`config.mk`:
```
export PLATFORM = sky130hd
export DESIGN_NAME = joy_db15_scan
export DESIGN_NICKNAME = d
export VERILOG_FILES = /design/src/rtl/joy_db15_scan.sv
export SDC_FILE = /design/constraint.sdc
export NUM_CORES = 1
export LEC_CHECK = 0
export ABC_CLOCK_PERIOD_IN_PS = 5100
export CORE_MARGIN = 8
export CORE_UTILIZATION = 50
export CTS_BUF_LIST = sky130_fd_sc_hd__clkbuf_4
export DETAILED_ROUTE_END_ITERATION = 8
export PLACE_DENSITY = 0.73
export SYNTH_ARGS = -nofsm -noshare
export SYNTH_HDL_FRONTEND = slang
export SYNTH_SLANG_ARGS = --single-unit
```
`constraint.sdc`:
```
create_clock -name clk -period 5.1 [get_ports clk]
set_input_delay 0.765 -clock clk [delete_from_list [all_inputs] [get_ports clk]]
set_output_delay 0.765 -clock clk [all_outputs]
set_load 0.02 [all_outputs]
```
`src/rtl/joy_db15_scan.sv`:
```
// Serial reader for the DB15 joystick adapter (two 74HC165-style chains).
// Produces per-player active-high button words and a frame_done strobe.
`timescale 1ns/1ps
module joy_db15_scan #(
  parameter int CLK_DIV    = 16,
  parameter int FRAME_BITS = 24,
  parameter int GAP_TICKS  = 16
) (
  input  logic        clk,
  input  logic        reset,
  input  logic        joy_data,
  output logic        joy_clk,
  output logic        joy_load,
  output logic [15:0] joystick1,
  output logic [15:0] joystick2,
  output logic        frame_done
);

  localparam int P  = FRAME_BITS / 2;
  localparam int DW = $clog2(CLK_DIV);
  localparam int BW = $clog2(FRAME_BITS);
  localparam int GW = $clog2(GAP_TICKS + 1);

  typedef enum logic [2:0] {
    S_LOAD,
    S_SAMPLE,
    S_CLK,
    S_LATCH,
    S_GAP
  } state_t;

  state_t                state, state_n;
  logic [DW-1:0]         div;
  logic                  tick;
  logic [1:0]            sync;
  logic                  data_s;
  logic [BW-1:0]         bit_idx, bit_n;
  logic [GW-1:0]         gap, gap_n;
  logic [FRAME_BITS-1:0] sreg;
  logic                  cap, latch;
  logic [15:0]           j1_n, j2_n;

  assign tick   = (div == DW'(CLK_DIV - 1));
  assign data_s = sync[1];

  always_ff @(posedge clk or posedge reset) begin
    if (reset) begin
      div  <= '0;
      sync <= 2'b11;
    end else begin
      div  <= tick ? '0 : div + 1'b1;
      sync <= {sync[0], joy_data};
    end
  end

  always_comb begin
    state_n = state;
    bit_n   = bit_idx;
    gap_n   = gap;
    cap     = 1'b0;
    latch   = 1'b0;
    if (tick) begin
      unique case (state)
        S_LOAD: begin
          state_n = S_SAMPLE;
          bit_n   = '0;
        end
        S_SAMPLE: begin
          cap     = 1'b1;
          state_n = S_CLK;
        end
        S_CLK: begin
          if (bit_idx == BW'(FRAME_BITS - 1)) begin
            state_n = S_LATCH;
          end else begin
            bit_n   = bit_idx + 1'b1;
            state_n = S_SAMPLE;
          end
        end
        S_LATCH: begin
          latch   = 1'b1;
          gap_n   = '0;
          state_n = S_GAP;
        end
        S_GAP: begin
          if (gap == GW'(GAP_TICKS - 1)) begin
            state_n = S_LOAD;
          end else begin
            gap_n = gap + 1'b1;
          end
        end
        default: state_n = S_LOAD;
      endcase
    end
  end

  // Wire is active-low; upper bits beyond P stay zero.
  always_comb begin
    j1_n         = '0;
    j2_n         = '0;
    j1_n[P-1:0]  = ~sreg[P-1:0];
    j2_n[P-1:0]  = ~sreg[2*P-1:P];
  end

  always_ff @(posedge clk or posedge reset) begin
    if (reset) begin
      state      <= S_LOAD;
      bit_idx    <= '0;
      gap        <= '0;
      sreg       <= '1;
      joy_clk    <= 1'b0;
      joy_load   <= 1'b1;
      joystick1  <= '0;
      joystick2  <= '0;
      frame_done <= 1'b0;
    end else begin
      state      <= state_n;
      bit_idx    <= bit_n;
      gap        <= gap_n;
      // Line levels follow the next state, so they only move on tick edges.
      joy_clk    <= (state_n == S_CLK);
      joy_load   <= (state_n != S_LOAD);
      frame_done <= latch;
      if (cap) begin
        sreg[bit_idx] <= data_s;
      end
      if (latch) begin
        joystick1 <= j1_n;
        joystick2 <= j2_n;
      end
    end
  end

endmodule
```
---- After elaboration in Yosys (flattened, before gate mapping) ----
Index checks and enable logic that the tools add are counted.
storage, ports and cells
  register bits after elaboration ......... 70
  bits of input ports ..................... 3
cells by class
  reduce and logical (&&, ||, !) cells .... 7
  order comparisons ....................... 2
  add/subtract/negate cells ............... 3
  eq/ne operators ......................... 10
  bitwise operators ....................... 2
  muxes and demuxes ....................... 16
operators by type and width
  operator             number
  $bwmux 24            1
  $not 12->12          2
  $pmux 5 s2           2
  $pmux 3 s5           1
  $add 5x1->5 const B  2
  $mux 5               2
  $eq 3x2->1 const B   3
  $lt 5x6->1 const B   1
  $mux 3               2
  $reduce_and 3->1     2
  $demux 1 s5          1
  $eq 5x4->1 const B   1
  $eq 5x5->1 const B   1
  $ge 5x1->1 const B   1
  $mux 1               5
  $add 4x1->4 const B  1
  $eq 4x4->1 const B   1
  $mux 4               1
  $ne 2x2->1 const B   2
  $reduce_bool 2->1    2
  $eq 3x1->1 const B   1
  $eq 3x3->1 const B   1
  $logic_not 3->1      1
  $reduce_bool 3->1    1
  2 further kinds      2

---- Depth between registers and ports, before layout ----
Gate-level depths: netlist of the first run.
  depth after elaboration ................. 5
  gate-level depth with buffers ........... 6
  mapped depth without buffers ............ 6

---- Worst setup path after synthesis of the first run ----
Ideal clock, no wire load.
  path type ............................... reg-to-reg
  start point ............................. register gap[0]
  end point ............................... register gap[1]
  cell stages (with the launch flop) ...... 7
  slack ................................... 2.904 ns
  arrival ................................. 2.071 ns
  period minus slack after synthesis ...... 2.196 ns
  cell sequence ........................... dfrtp_1 -> ha_1 -> and3_1 -> ha_1 -> or4b_4 -> a21oi_1 -> mux2_2
between the ends
  word-level cells in the longest chain between the ends .. 3
  elaborated cells between the ends (all ways) .. 6
  those cells by class .................... add/sub: 1; eq/ne: 2; mux: 2; reduce/logical: 1
ends and longest elaborated chain
  element                                         RTL line  RTL
  start: declaration                              38        logic [GW-1:0] gap, gap_n;
  start signal: assignment                        119       gap <= gap_n;
  $add 5x1->5 or $eq 5x4->1 (tied branches)       89, 86
  $mux 5 or $ne 2x2->1 (tied branches)            n/a
  $pmux 5 s2 or $reduce_and 3->1 (tied branches)  n/a
Parallel ways exist; a longest one is shown, timed or not. The select of a mux whose other input is x is not followed.
A chain may end at the register's enable or synchronous reset.

---- Final worst setup path of the first run ----
  start point ............................. register div[0]
  end point ............................... register sreg[20]
between the ends
  word-level cells in the longest chain between the ends .. 2
ends and longest elaborated chain
  element                         RTL line  RTL
  start: declaration              33        logic [DW-1:0] div;
  start signal: assignment        51        div <= tick ? '0 : div + 1'b1;
  $eq 4x4->1                      43        assign tick = (div == DW'(CLK_DIV - 1));
  $mux 1                          62        if (tick) begin
  end signal: indexed assignment  125       sreg[bit_idx] <= data_s;
  end: declaration                39        logic [FRAME_BITS-1:0] sreg;
Every way passes these cells.

==> impl_metrics.tcl, run 1 <==
set metrics [dict create \
    synth_area_mm2 0.00318 \
    postCtsSetupBuffers 0 \
    nNetsFinal 314 \
    start_kind "flip-flop" \
    cts_made_buffers 9 \
    port_buffers 29 \
    routed_wl_um 6300 \
    grt_pass1_vias 2165 \
    die-area_mm2 0.00916 \
    fillers 541 \
    postSynthAreaPerCell_um2 11.2 \
    clock_path_buffers 2 \
    wl_met2_um 2910 \
    synth-async-reset-ratio_pct 100 \
    skew_ns 0.0162 \
    drt-pass1-iter-count 4 \
    die_h_um 95.7 \
    crit_type "reg2reg" \
    layout_setup_ws_ns 2.32 \
    cts_max_level 3 \
    initial_core_util_pct 50.9 \
    clockRootBuffer "clkbuf_4" \
    irDropWorstVdd_mv 0.218 \
    die_w_um 95.7 \
    vias 2174 \
    drtIter0Drc 100 \
    critPathLaunch "div[0]" \
    grt_max_degree 49 \
    via_per_inst 5.63 \
    yosys_warnings 0 \
    slew_violations 0 \
    antenna_cells 0 \
    p_leak_nw 1.53 \
    yosysUniqueCellTypes 37 \
    final_cell_mix "o21ai_0 (55), dfrtp_1 (43), clkdlybuf4s50_1 (29), dfstp_2 (27), mux2_2 (25)" \
    power.density_mw_per_mm2 282 \
    synth_edf_count 0 \
    rsz0062_at_grt "false" \
    dominantRegCellSynth "dfrtp_1" \
    setup_viol 0 \
    hold_viol 0 \
    antenna_left 0 \
    path_max_fanout 31 \
    min_from "sync[0]" \
    dp_hpwl_um 4140 \
    dr.max_layer_used "met4" \
    pin_count 38 \
    crit_arrival_ns 3.11 \
    drv_cap 0 \
    outcome "complete, no violations" \
    regToRegStartpoint "div[0]" \
    required_ns 5.43 \
    drc_errors 0 \
    postCtsHoldBufs 0 \
    setup_tns_ns 0 \
    met1Wirelength_um 2940 \
    dpl_worst_slack_ns 2.39 \
    layout_commonest_cell "o21ai_0" \
    yosys_register_bits 70 \
    antenna_found_initial 0 \
    yosysSeqAreaShare_pct 56.2 \
    worst_hold_slack_ns 0.366 \
    grt_overflow 0 \
    fmax_mhz 360 \
    dp_cells 370 \
    global_route.usage.total_pct 14.9 \
    tightest_slew_ns 0.979 \
    grt_pass1_wl_um 10500 \
    gp_congestion 0.808 \
    met3WireLength_um 322 \
    instances_no_fill 386 \
    final_util_pct 58.4 \
    drive_gt1_share_pct 24.9 \
    row_count 29 \
    hp-class "reg2reg" \
    fin_crit_sh_pct 54.5 \
    path_clk_slew_ns 0.11 \
    wl_per_cell_um 16.3 \
    design_area_mm2 0.00364 \
    fin_crit_ns 2.78 \
    ctsResizeCount 0 \
    netlist_instances 283 \
    insertion_delay_ns 0.41 \
    relSlewSlack_pct 34.4 \
    coreArea_mm2 0.00624 \
    syn2layout_area_growth_pct 14.6 \
    placed_area_mm2 0.00346 \
    cts_tree "yes" \
    clock_sinks 70 \
    worst_setup_path_end_kind "flip-flop" \
    power.total_mw 1.03 \
]
-- kinds of logic after synthesis --
logic type,after synthesis,share of synthesized area [%]
flip-flops,70,56.2
adder cells (fa/ha/maj),7,2.76
AO/OA/AOI/OAI,73,12.5
AND/OR/NAND/NOR,66,12.6
XOR/XNOR,1,0.276
buffers and inverters,37,5.71
multiplexers,28,9.80
other,1,0.118
-- worst paths after layout --
kind,endpoint,slack [ns],cells after the start
worst max register to register,sreg[20],2.32,5
worst min register to register,sync[1],0.37,0
worst max-delay path,sreg[20],2.32,5
min in group asynchronous,joystick1[3],0.70,2
max in group asynchronous,div[2],3.44,3
worst min-delay path,sync[1],0.37,0
-- synthesized netlist by cell type, types with 6 or more instances --
| cell | count | area share [%] |
|---|---|---|
| o21ai_0 | 55 | 8.7 |
| dfrtp_1 | 43 | 34 |
| dfstp_2 | 27 | 22 |
| mux2_2 | 25 | 8.9 |
| nor3_1 | 24 | 3.8 |
| clkbuf_1 | 17 | 2.0 |
| buf_4 | 9 | 2.1 |
| inv_1 | 9 | 1.1 |
| a21oi_1 | 7 | 1.1 |
| ha_1 | 7 | 2.8 |
| nand3b_1 | 7 | 1.7 |
| or3_1 | 6 | 1.2 |
-- area by class of cell --
| class | count | area [um2] | share of cell area (%) |
|---|---|---|---|
| clock buffers | 10 | 75.1 | 2.06 |
| clock inverters | 6 | 110 | 3.02 |
| inverters | 9 | 33.8 | 0.927 |
| multi-input cells | 183 | 1240 | 34.0 |
| flip-flops and latches | 70 | 1790 | 49.0 |
| well taps | 77 | 96.3 | 2.64 |
| repair buffers | 31 | 305 | 8.38 |
-- report_power, final --
part / total [mW] / switching, mW / internal [mW]
Clock: 0.448 / 0.195 / 0.253
Combinational: 0.0183 / 0.0160 / 0.00232
Sequential: 0.561 / 0.00308 / 0.558
-- routing by layer --
layer / track usage, % / vias to the layer above
met5: 0 / -
met3: 3.43 / 13
met4: 8.45 / 0
li1: - / 1042
met2: 22.2 / 41
met1: 19.5 / 1078
-- flip-flops by register name, indices dropped and copies added (netlist names) --
name        count
gap             5
div             4
joystick2      12
joystick1      12
frame_done      1
sreg           24
joy_clk         1
joy_load        1
state           3
sync            2
bit_idx         5
-- critical path, cell delays in order, from the launching register on --
cell	delay (ns)
dfrtp_1	0.42
ha_1	0.29
nand4b_1	0.80
buf_4	0.55
nor3_1	0.26
mux2_2	0.38
No activity file was read; power rests on OpenSTA's default activity.
==> run 2, diff against run 1 <==
ABC_CLOCK_PERIOD_IN_PS = 2300   (was 5100)
PLACE_DENSITY = 0.76   (was 0.73)
clock period = 2.3 ns   (was 5.1 ns; I/O delays follow)
==> impl_metrics.tcl, run 2 (synthesized netlist as in run 1, its figures left out) <==
set metrics [dict create \
    p_comb_share_pct 2.5 \
    port_buffers 29 \
    drtIter0Drc 80 \
    cts_made_buffers 9 \
    irDropWorstVdd_mv 0.323 \
    setup_viol 0 \
    path_max_fanout 6 \
    gp_congestion 0.780 \
    grt_overflow 0 \
    placed_area_mm2 0.00353 \
    p_sw_share_pct 23.7 \
    reg2reg_setup_slack_ns 0.08 \
    layout_setup_ws_ns 0.0813 \
    dpl_worst_slack_ns 0.0796 \
    fin_crit_sh_pct 96.5 \
    power.density_mw_per_mm2 528 \
    wl_per_cell_um 16.0 \
    fin_crit_ns 2.22 \
    die_h_um 95.7 \
    global_route.usage.total_pct 14.6 \
    antenna_cells 0 \
    clockRootBuffer "clkbuf_4" \
    largest_reg_flops 24 \
    hold_viol 0 \
    die_w_um 95.7 \
    row_count 29 \
    hp-class "in2async" \
    pwr-share-seq_pct 64.6 \
    clkPwrFrac_pct 33.0 \
    die-area_mm2 0.00916 \
    drive_gt1_share_pct 26.8 \
    start_kind "flip-flop" \
    tightest_slew_ns 0.570 \
    layout_commonest_cell "o21ai_0" \
    internal_power_mw 1.47 \
    clock_sinks 70 \
    routed_wl_um 6250 \
    nNetsFinal 319 \
    relSlewSlack_pct 62.0 \
    pin_count 38 \
    timing.rr.end "gap[3]" \
    cts_max_level 3 \
    fmax_mhz 451 \
    grt_max_degree 32 \
    insertion_delay_ns 0.40 \
    coreArea_mm2 0.00624 \
    switchingPower_mw 0.455 \
    grt_pass1_wl_um 10500 \
    slew_violations 0 \
    outcome "complete, no violations" \
    dp_hpwl_um 4170 \
    skew_ns 0.0126 \
    crit_arrival_ns 2.56 \
    regToRegStartpoint "gap[0]" \
    antenna_found_initial 0 \
    grt_pass1_vias 2221 \
    p_leak_nw 1.53 \
    path_clk_slew_ns 0.10 \
    design_area_mm2 0.00365 \
    drt-pass1-iter-count 4 \
    clock_path_buffers 2 \
    rsz0062_at_grt "false" \
    drv_cap 0 \
    reg_top3 "sreg x24, joystick1 x12, joystick2 x12" \
    cts_tree "yes" \
    vias 2220 \
    top_register "sreg" \
    required_ns 2.64 \
    drc_errors 0 \
    initial_core_util_pct 50.9 \
    worst_setup_path_end_kind "flip-flop" \
    final_cell_mix "o21ai_0 (55), dfrtp_1 (43), clkdlybuf4s50_1 (29), dfstp_2 (27), mux2_2 (25)" \
    reg2reg_depth 6 \
    via_per_inst 5.68 \
    syn2layout_area_growth_pct 14.8 \
    antenna_left 0 \
    crit_type "reg2reg" \
    setup_tns_ns 0 \
]
run 2: cell count changes in the layout (fill, tap and decap cells not counted), sizes merged:
cell	change
buf	+5
clkinv	+3
bufinv	-3
run 2: power groups by stage:
| stage | clock network [mW] | registers, mW | logic, mW |
|---|---|---|---|
| finish | 0.635 | 1.24 | 0.0476 |
| global route | 0.704 | 1.25 | 0.0541 |
| CTS | 0.652 | 1.24 | 0.0497 |
| detailed placement | 0 | 1.27 | 0.0497 |
| global placement | 0 | 1.27 | 0.0488 |
| floorplan | 0 | 1.26 | 0.0436 |
run 2: critical path, stage by stage (launching register included):
cell     delay [ns]
dfrtp_1        0.42
ha_2           0.20
and3_1         0.18
ha_1           0.19
or4b_4         0.52
or4_4          0.50
a21oi_2        0.14
run 2: area by class of cell:
cell class                      instances  area, um2
Clock buffer                           10       75.1
Clock inverter                          6       30.0
Fill cell                             521       2590
Inverter                                9       33.8
Multi-Input combinational cell        183       1250
Sequential cell                        70       1790
Tap cell                               77       96.3
Timing Repair Buffer                   36        380
run 2: per-stage QoR:
stage	instances	total power, mW	hold WS [ns]	util, %
after CTS	391	1.95	0.322	58.3
after global placement	375	1.31	0.347	56.6
after floorplan	290	1.30	0.345	-
after global routing	391	2.00	0.322	58.5
final	391	1.93	0.319	58.5
after detailed placement	375	1.32	0.348	56.6
run 2: timing repair:
action | 4_1_cts | 5_1_grt
setup buffers | 0 | 0
gates resized for setup | 0 | 3
hold buffers | 0 | 0
setup endpoints to repair | 0 | 1
run 2: how the worst max path moves through the flow:
| stage | startpoint | to | slack (ns) | cells after the start |
|---|---|---|---|---|
| floorplan | gap[0] | gap[1] | 0.10 | 6 |
| global placement | gap[0] | gap[3] | 0.14 | 6 |
| detailed placement | gap[0] | gap[3] | 0.08 | 6 |
| CTS | gap[0] | gap[3] | 0.06 | 6 |
| global route | gap[0] | gap[3] | 0.03 | 6 |
| finish | gap[0] | gap[3] | 0.08 | 6 |
run 2: routing by layer:
layer / vias up / share of wire, % / GRT usage (%)
li1: 1057 / - / -
met2: 36 / 47 / 23.3
met4: 0 / 1.9 / 7.43
met1: 1116 / 46 / 18.3
met5: - / 0 / 0
met3: 11 / 4.5 / 3.35
